### src/rtl/fft_in_buf8.sv
// rtl/fft_in_buf8.sv - ping-pong serial-to-parallel input buffer for the 8-point FFT core
module fft_in_buf8 #(
  parameter int DATA_WID = 16,
  parameter int N_PT     = 8
) (
  input  logic                  clk,
  input  logic                  rst,
  input  logic                  in_valid_i,
  input  logic                  in_sop_i,
  input  logic [DATA_WID-1:0]   in_re_i,
  input  logic [DATA_WID-1:0]   in_im_i,
  output logic                  in_ready_o,
  output logic [8*DATA_WID-1:0] fft_data_re_o,
  output logic [8*DATA_WID-1:0] fft_data_im_o,
  output logic                  out_valid_o,
  input  logic                  out_ready_i,
  output logic                  sop_err_o
);

  localparam int CNT_W = $clog2(N_PT);

  typedef logic [DATA_WID-1:0] samp_t;

  // Two banks of lane registers; bank index is wr_bank / rd_bank.
  samp_t bank_re [2][N_PT];
  samp_t bank_im [2][N_PT];

  logic             wr_bank;
  logic             rd_bank;
  logic [CNT_W-1:0] wr_cnt;
  logic [1:0]       full;
  logic             sop_err;

  logic             accept;
  logic             early_sop;
  logic             frame_done;
  logic             consume;
  logic [CNT_W-1:0] wr_lane;
  logic [CNT_W-1:0] cnt_next;
  logic [1:0]       full_next;

  // The FFT core expects its inputs in bit-reversed order, so sample n lands in lane bitrev(n).
  function automatic logic [2:0] bitrev3(input logic [2:0] v);
    return {v[0], v[1], v[2]};
  endfunction

  assign in_ready_o  = !full[wr_bank];
  assign out_valid_o = full[rd_bank];
  assign sop_err_o   = sop_err;

  // Input acceptance, early-SOP detection and write-lane selection.
  always_comb begin
    accept     = 1'b0;
    early_sop  = 1'b0;
    frame_done = 1'b0;
    wr_lane    = '0;
    cnt_next   = wr_cnt;
    accept     = in_valid_i && !full[wr_bank];
    // A sop mid-frame restarts the current bank at lane 0; the stale lanes get overwritten as it refills.
    early_sop  = accept && in_sop_i && (wr_cnt != '0);
    if (early_sop) begin
      wr_lane  = '0;
      cnt_next = CNT_W'(1);
    end else begin
      wr_lane  = bitrev3(wr_cnt);
      cnt_next = CNT_W'(wr_cnt + CNT_W'(1));
    end
    frame_done = accept && !early_sop && (wr_cnt == CNT_W'(N_PT - 1));
  end

  // Output handshake and bank occupancy update.
  always_comb begin
    consume   = 1'b0;
    full_next = full;
    consume   = full[rd_bank] && out_ready_i;
    // Completion and consumption can coincide: a bank being written is never full, so they always target different banks.
    if (consume) begin
      full_next[rd_bank] = 1'b0;
    end
    if (frame_done) begin
      full_next[wr_bank] = 1'b1;
    end
  end

  // Control state: bank pointers, write counter, occupancy flags and the sop error pulse.
  always_ff @(posedge clk or posedge rst) begin
    if (rst) begin
      wr_bank <= 1'b0;
      rd_bank <= 1'b0;
      wr_cnt  <= '0;
      full    <= 2'b00;
      sop_err <= 1'b0;
    end else begin
      full    <= full_next;
      sop_err <= early_sop;
      if (accept) begin
        wr_cnt <= cnt_next;
      end
      if (frame_done) begin
        wr_bank <= !wr_bank;
      end
      if (consume) begin
        rd_bank <= !rd_bank;
      end
    end
  end

  // Sample storage: write the accepted sample into its bit-reversed lane of the bank being filled.
  always_ff @(posedge clk or posedge rst) begin
    if (rst) begin
      for (int b = 0; b < 2; b++) begin
        for (int l = 0; l < N_PT; l++) begin
          bank_re[b][l] <= '0;
          bank_im[b][l] <= '0;
        end
      end
    end else if (accept) begin
      bank_re[wr_bank][wr_lane] <= in_re_i;
      bank_im[wr_bank][wr_lane] <= in_im_i;
    end
  end

  // Present the read bank as packed lane vectors; lane i occupies bits [(i+1)*DATA_WID-1 : i*DATA_WID].
  always_comb begin
    fft_data_re_o = '0;
    fft_data_im_o = '0;
    for (int i = 0; i < 8; i++) begin
      fft_data_re_o[i*DATA_WID +: DATA_WID] = bank_re[rd_bank][i];
      fft_data_im_o[i*DATA_WID +: DATA_WID] = bank_im[rd_bank][i];
    end
  end

endmodule

### config.mk
export PLATFORM = sky130hd
export DESIGN_NAME = fft_in_buf8
export DESIGN_NICKNAME = d
export VERILOG_FILES = /design/src/rtl/fft_in_buf8.sv
export SDC_FILE = /design/constraint.sdc
export NUM_CORES = 1
export LEC_CHECK = 0
export CORE_AREA = 2 2 216 218
export CTS_CLUSTER_DIAMETER = 150
export DETAILED_ROUTE_END_ITERATION = 7
export DIE_AREA = 0 0 218 220
export PLACE_DENSITY = 0.82
export REMOVE_ABC_BUFFERS = 1
export SYNTH_ARGS = -nofsm -noshare
export SYNTH_HDL_FRONTEND = slang
export SYNTH_SLANG_ARGS = --single-unit
### constraint.sdc
create_clock -name clk -period 18.27 [get_ports clk]
set_input_delay 2.7405 -clock clk [delete_from_list [all_inputs] [get_ports clk]]
set_output_delay 2.7405 -clock clk [all_outputs]
set_load 0.005 [all_outputs]
==> metrics <==
status complete, no violations; most frequent CP cell buf_4; biggest cell delay along the critical path 0.90 ns; post_cts resized 0; Die X 218 um; most common cell after layout, fill and taps aside mux2_2; # rows 79; Final nets 1763; largest family of logic cells by synthesized area multiplexers; ANT nets after route 0; initial antenna violation count 0; flops & latches, synth 520; Tightest Pin Transition 1.27 ns; CP endpoint kind output pin; drt pass-1 iters 4; Worst-path clk slew 0.06 ns; routed wl met3 3070 um; TritonCTS clock tree built; hold buffers post-CTS 0; Core ar. 45900 um^2; Routed WL 57900 um; crit-path cells buf_4 > buf_4 > mux2_2 > clkdlybuf4s50_1; Synth Warn # 0; beginning of the worst hold path bank_im[106]$_DFFE_PP0P_; total number of vias 13019; Worst-Skew Late Latency 0.60 ns; CP startpoint rd_bank$_DFFE_PP0N_; RSZ-0062 raised after global routing false; Area Growth Syn to Fin 23.1%; Starting Density 49.4%; post-synthesis mux area share 38.3%; RD Place Congestion 0.799; post-synthesis adder-cell area fraction 0.166%; Cells after Synth 1463; commonest non-fill, non-tap cells in the layout mux2_2, dfrtp_1, clkdlybuf4s50_1; first-pass GRT wire length 87300 um; Clock Root Buffer clkbuf_16; Detail Placement HPWL 35800 um; CP top delay family buffers and inverters; Synth Cell Area 22600 um^2; max-cap violation count 0; post-CTS setup buffers 0; crit-path max FO 83; CP Data Arrival Time 4.19 ns; fraction of the mapped netlist area in simple logic gates 0.884%; top sig layer met4; Hold WC Path Type reg -> reg; Final Hold Vio Count 0; Rel. slew slack 15.2%; CP max-delay cell buf_4; Tmin final 6.93 ns; top-level port count 296; routed vias/inst 5.48; DRC viols 0; port bufs 295; LEAKAGE 12.8 nW; element type at the critical path start flip-flop; met1 wire length 24200 um; fmax 144 MHz; WL met2 29000 um; final hold slack 0.488 ns; critical path class reg -> out; CTS H-tree lvls 2; RR Startpoint wr_cnt[0]$_DFFE_PP0P_; Setup TNS Final 0 ns; pin count of the biggest net entering global routing 131; CP Buf/Inv Count 3; Slew Viols, Final 0; CTS Buf Count 53; routed wire length per instance 24.4 um; fin crit share 37.9%; GRT Total Usage 24.4%; Detailed Route Iter0 Violations 597; Peak VDD IR 0.113 mV; TritonCTS Sinks 520; CTS Buffer Depth 3; syn_area_per_cell 15.5 um^2; die outline height 220 um; Filler Cells Inserted 3453; Die ar. 48000 um^2; Synth Area in XOR/XNOR 0.0387%; clock skew 0.0193 ns; Seq/Total Area, Yosys 57.5%; Pwr per Cell Area 171 nW/um^2; library cells used by synthesis 28; Compound-Gate Fraction of Synth Area 0.470%; diodes inserted 0; GRT Residual Overflow 0; Req. time, crit path 15.53 ns; Setup-failing EPs final 0; Layout Utilization 60.8%; share of layout cells above drive strength 1 50.5%; vias in the first global route 14049
-- synth_stat cells --
library cell	instances	area, um^2
o2111a_2	1	12.5
xnor2_1	1	8.76
nand3_1	3	15.0
a32o_1	1	10.0
mux2_2	753	8480
o211ai_4	2	42.5
buf_2	36	180
inv_1	5	18.8
nand2_1	13	48.8
and4bb_2	1	12.5
mux2_1	16	180
and2b_1	1	7.51
dfrtp_1	520	13000
and4bb_1	1	12.5
nor2_2	1	6.26
nand4_1	1	6.26
and3_1	1	6.26
o21ai_0	6	30.0
mux2i_2	1	13.8
nor3_2	2	20.0
clkbuf_1	54	203
ha_1	3	37.5
nor2_1	9	33.8
a31oi_1	1	6.26
a21oi_1	1	5.00
buf_6	6	67.6
buf_4	18	135
nor2b_1	5	31.3
-- routing by layer --
layer  track usage [%]  vias up
li1                  -     5738
met1              30.9     6877
met2              41.6      296
met3              5.42      108
met4              8.32        0
met5                 0        -
-- flip-flops by register name (all words and copies together), names as in the netlist --
register and count:
rd_bank 1, sop_err_o 1, wr_cnt 3, bank_im 256
wr_bank 1, bank_re 256, full 2
-- area by class of cell --
type | instances | area, um^2 | area share, %
Multi-Input combinational cell | 824 | 9100 | 32.7
Inverter | 5 | 26.3 | 0.0943
Sequential cell | 520 | 13000 | 46.7
Clock inverter | 26 | 254 | 0.911
Tap cell | 607 | 759 | 2.73
Timing Repair Buffer | 319 | 3130 | 11.2
Clock buffer | 74 | 1580 | 5.66
-- path summary, 6_finish.rpt --
kind                                            end  slack, ns  depth (start not counted)
hold / removal             bank_im[106]$_DFFE_PP0P_       0.49                          1
max in group asynchronous   bank_im[73]$_DFFE_PP0P_      13.23                          4
setup reg to reg           bank_im[251]$_DFFE_PP0P_      15.12                          7
min in group asynchronous   bank_im[62]$_DFFE_PP0P_       2.74                          2
hold reg to reg            bank_im[106]$_DFFE_PP0P_       0.49                          1
setup / recovery                  fft_data_re_o[79]      11.34                          4
-- worst reg2reg max path: stages (launching register included) --
cell and delay (ns):
dfrtp_1 0.52, inv_1 0.21, ha_1 0.19, inv_1 0.05, o2111a_2 0.29, o211ai_4 0.98, buf_4 0.42, mux2_2 0.38
-- cell families (layout without fill, tap and decap cells) --
| group | Yosys count | after routing |
|---|---|---|
| buf+inv | 119 | 424 |
| fa+ha+maj | 3 | 3 |
| xor+xnor | 1 | 1 |
| compound gates | 12 | 12 |
| simple gates | 38 | 38 |
| flops | 520 | 520 |
| mux | 770 | 770 |
-- through the flow --
step / instance area (um^2) / cells / power, mW / worst slack [ns]
floorplan: 22100 / 1349 / 2.77 / 1.00
global placement: 26000 / 2275 / 3.60 / 12.11
detailed placement: 26000 / 2275 / 3.67 / 11.98
CTS: 27900 / 2375 / 4.80 / 11.34
global route: 27900 / 2375 / 5.01 / 11.17
finish: 27900 / 2375 / 4.76 / 11.34
-- where the power goes --
group	switching [mW]	internal, mW	leakage, nW	total, mW
Sequential	0.257	1.58	6.81	1.84
Combinational	0.628	1.17	5.07	1.80
Clock	0.453	0.660	0.904	1.11
Total	1.34	3.42	12.8	4.76
(Power assumes the default switching activity.)
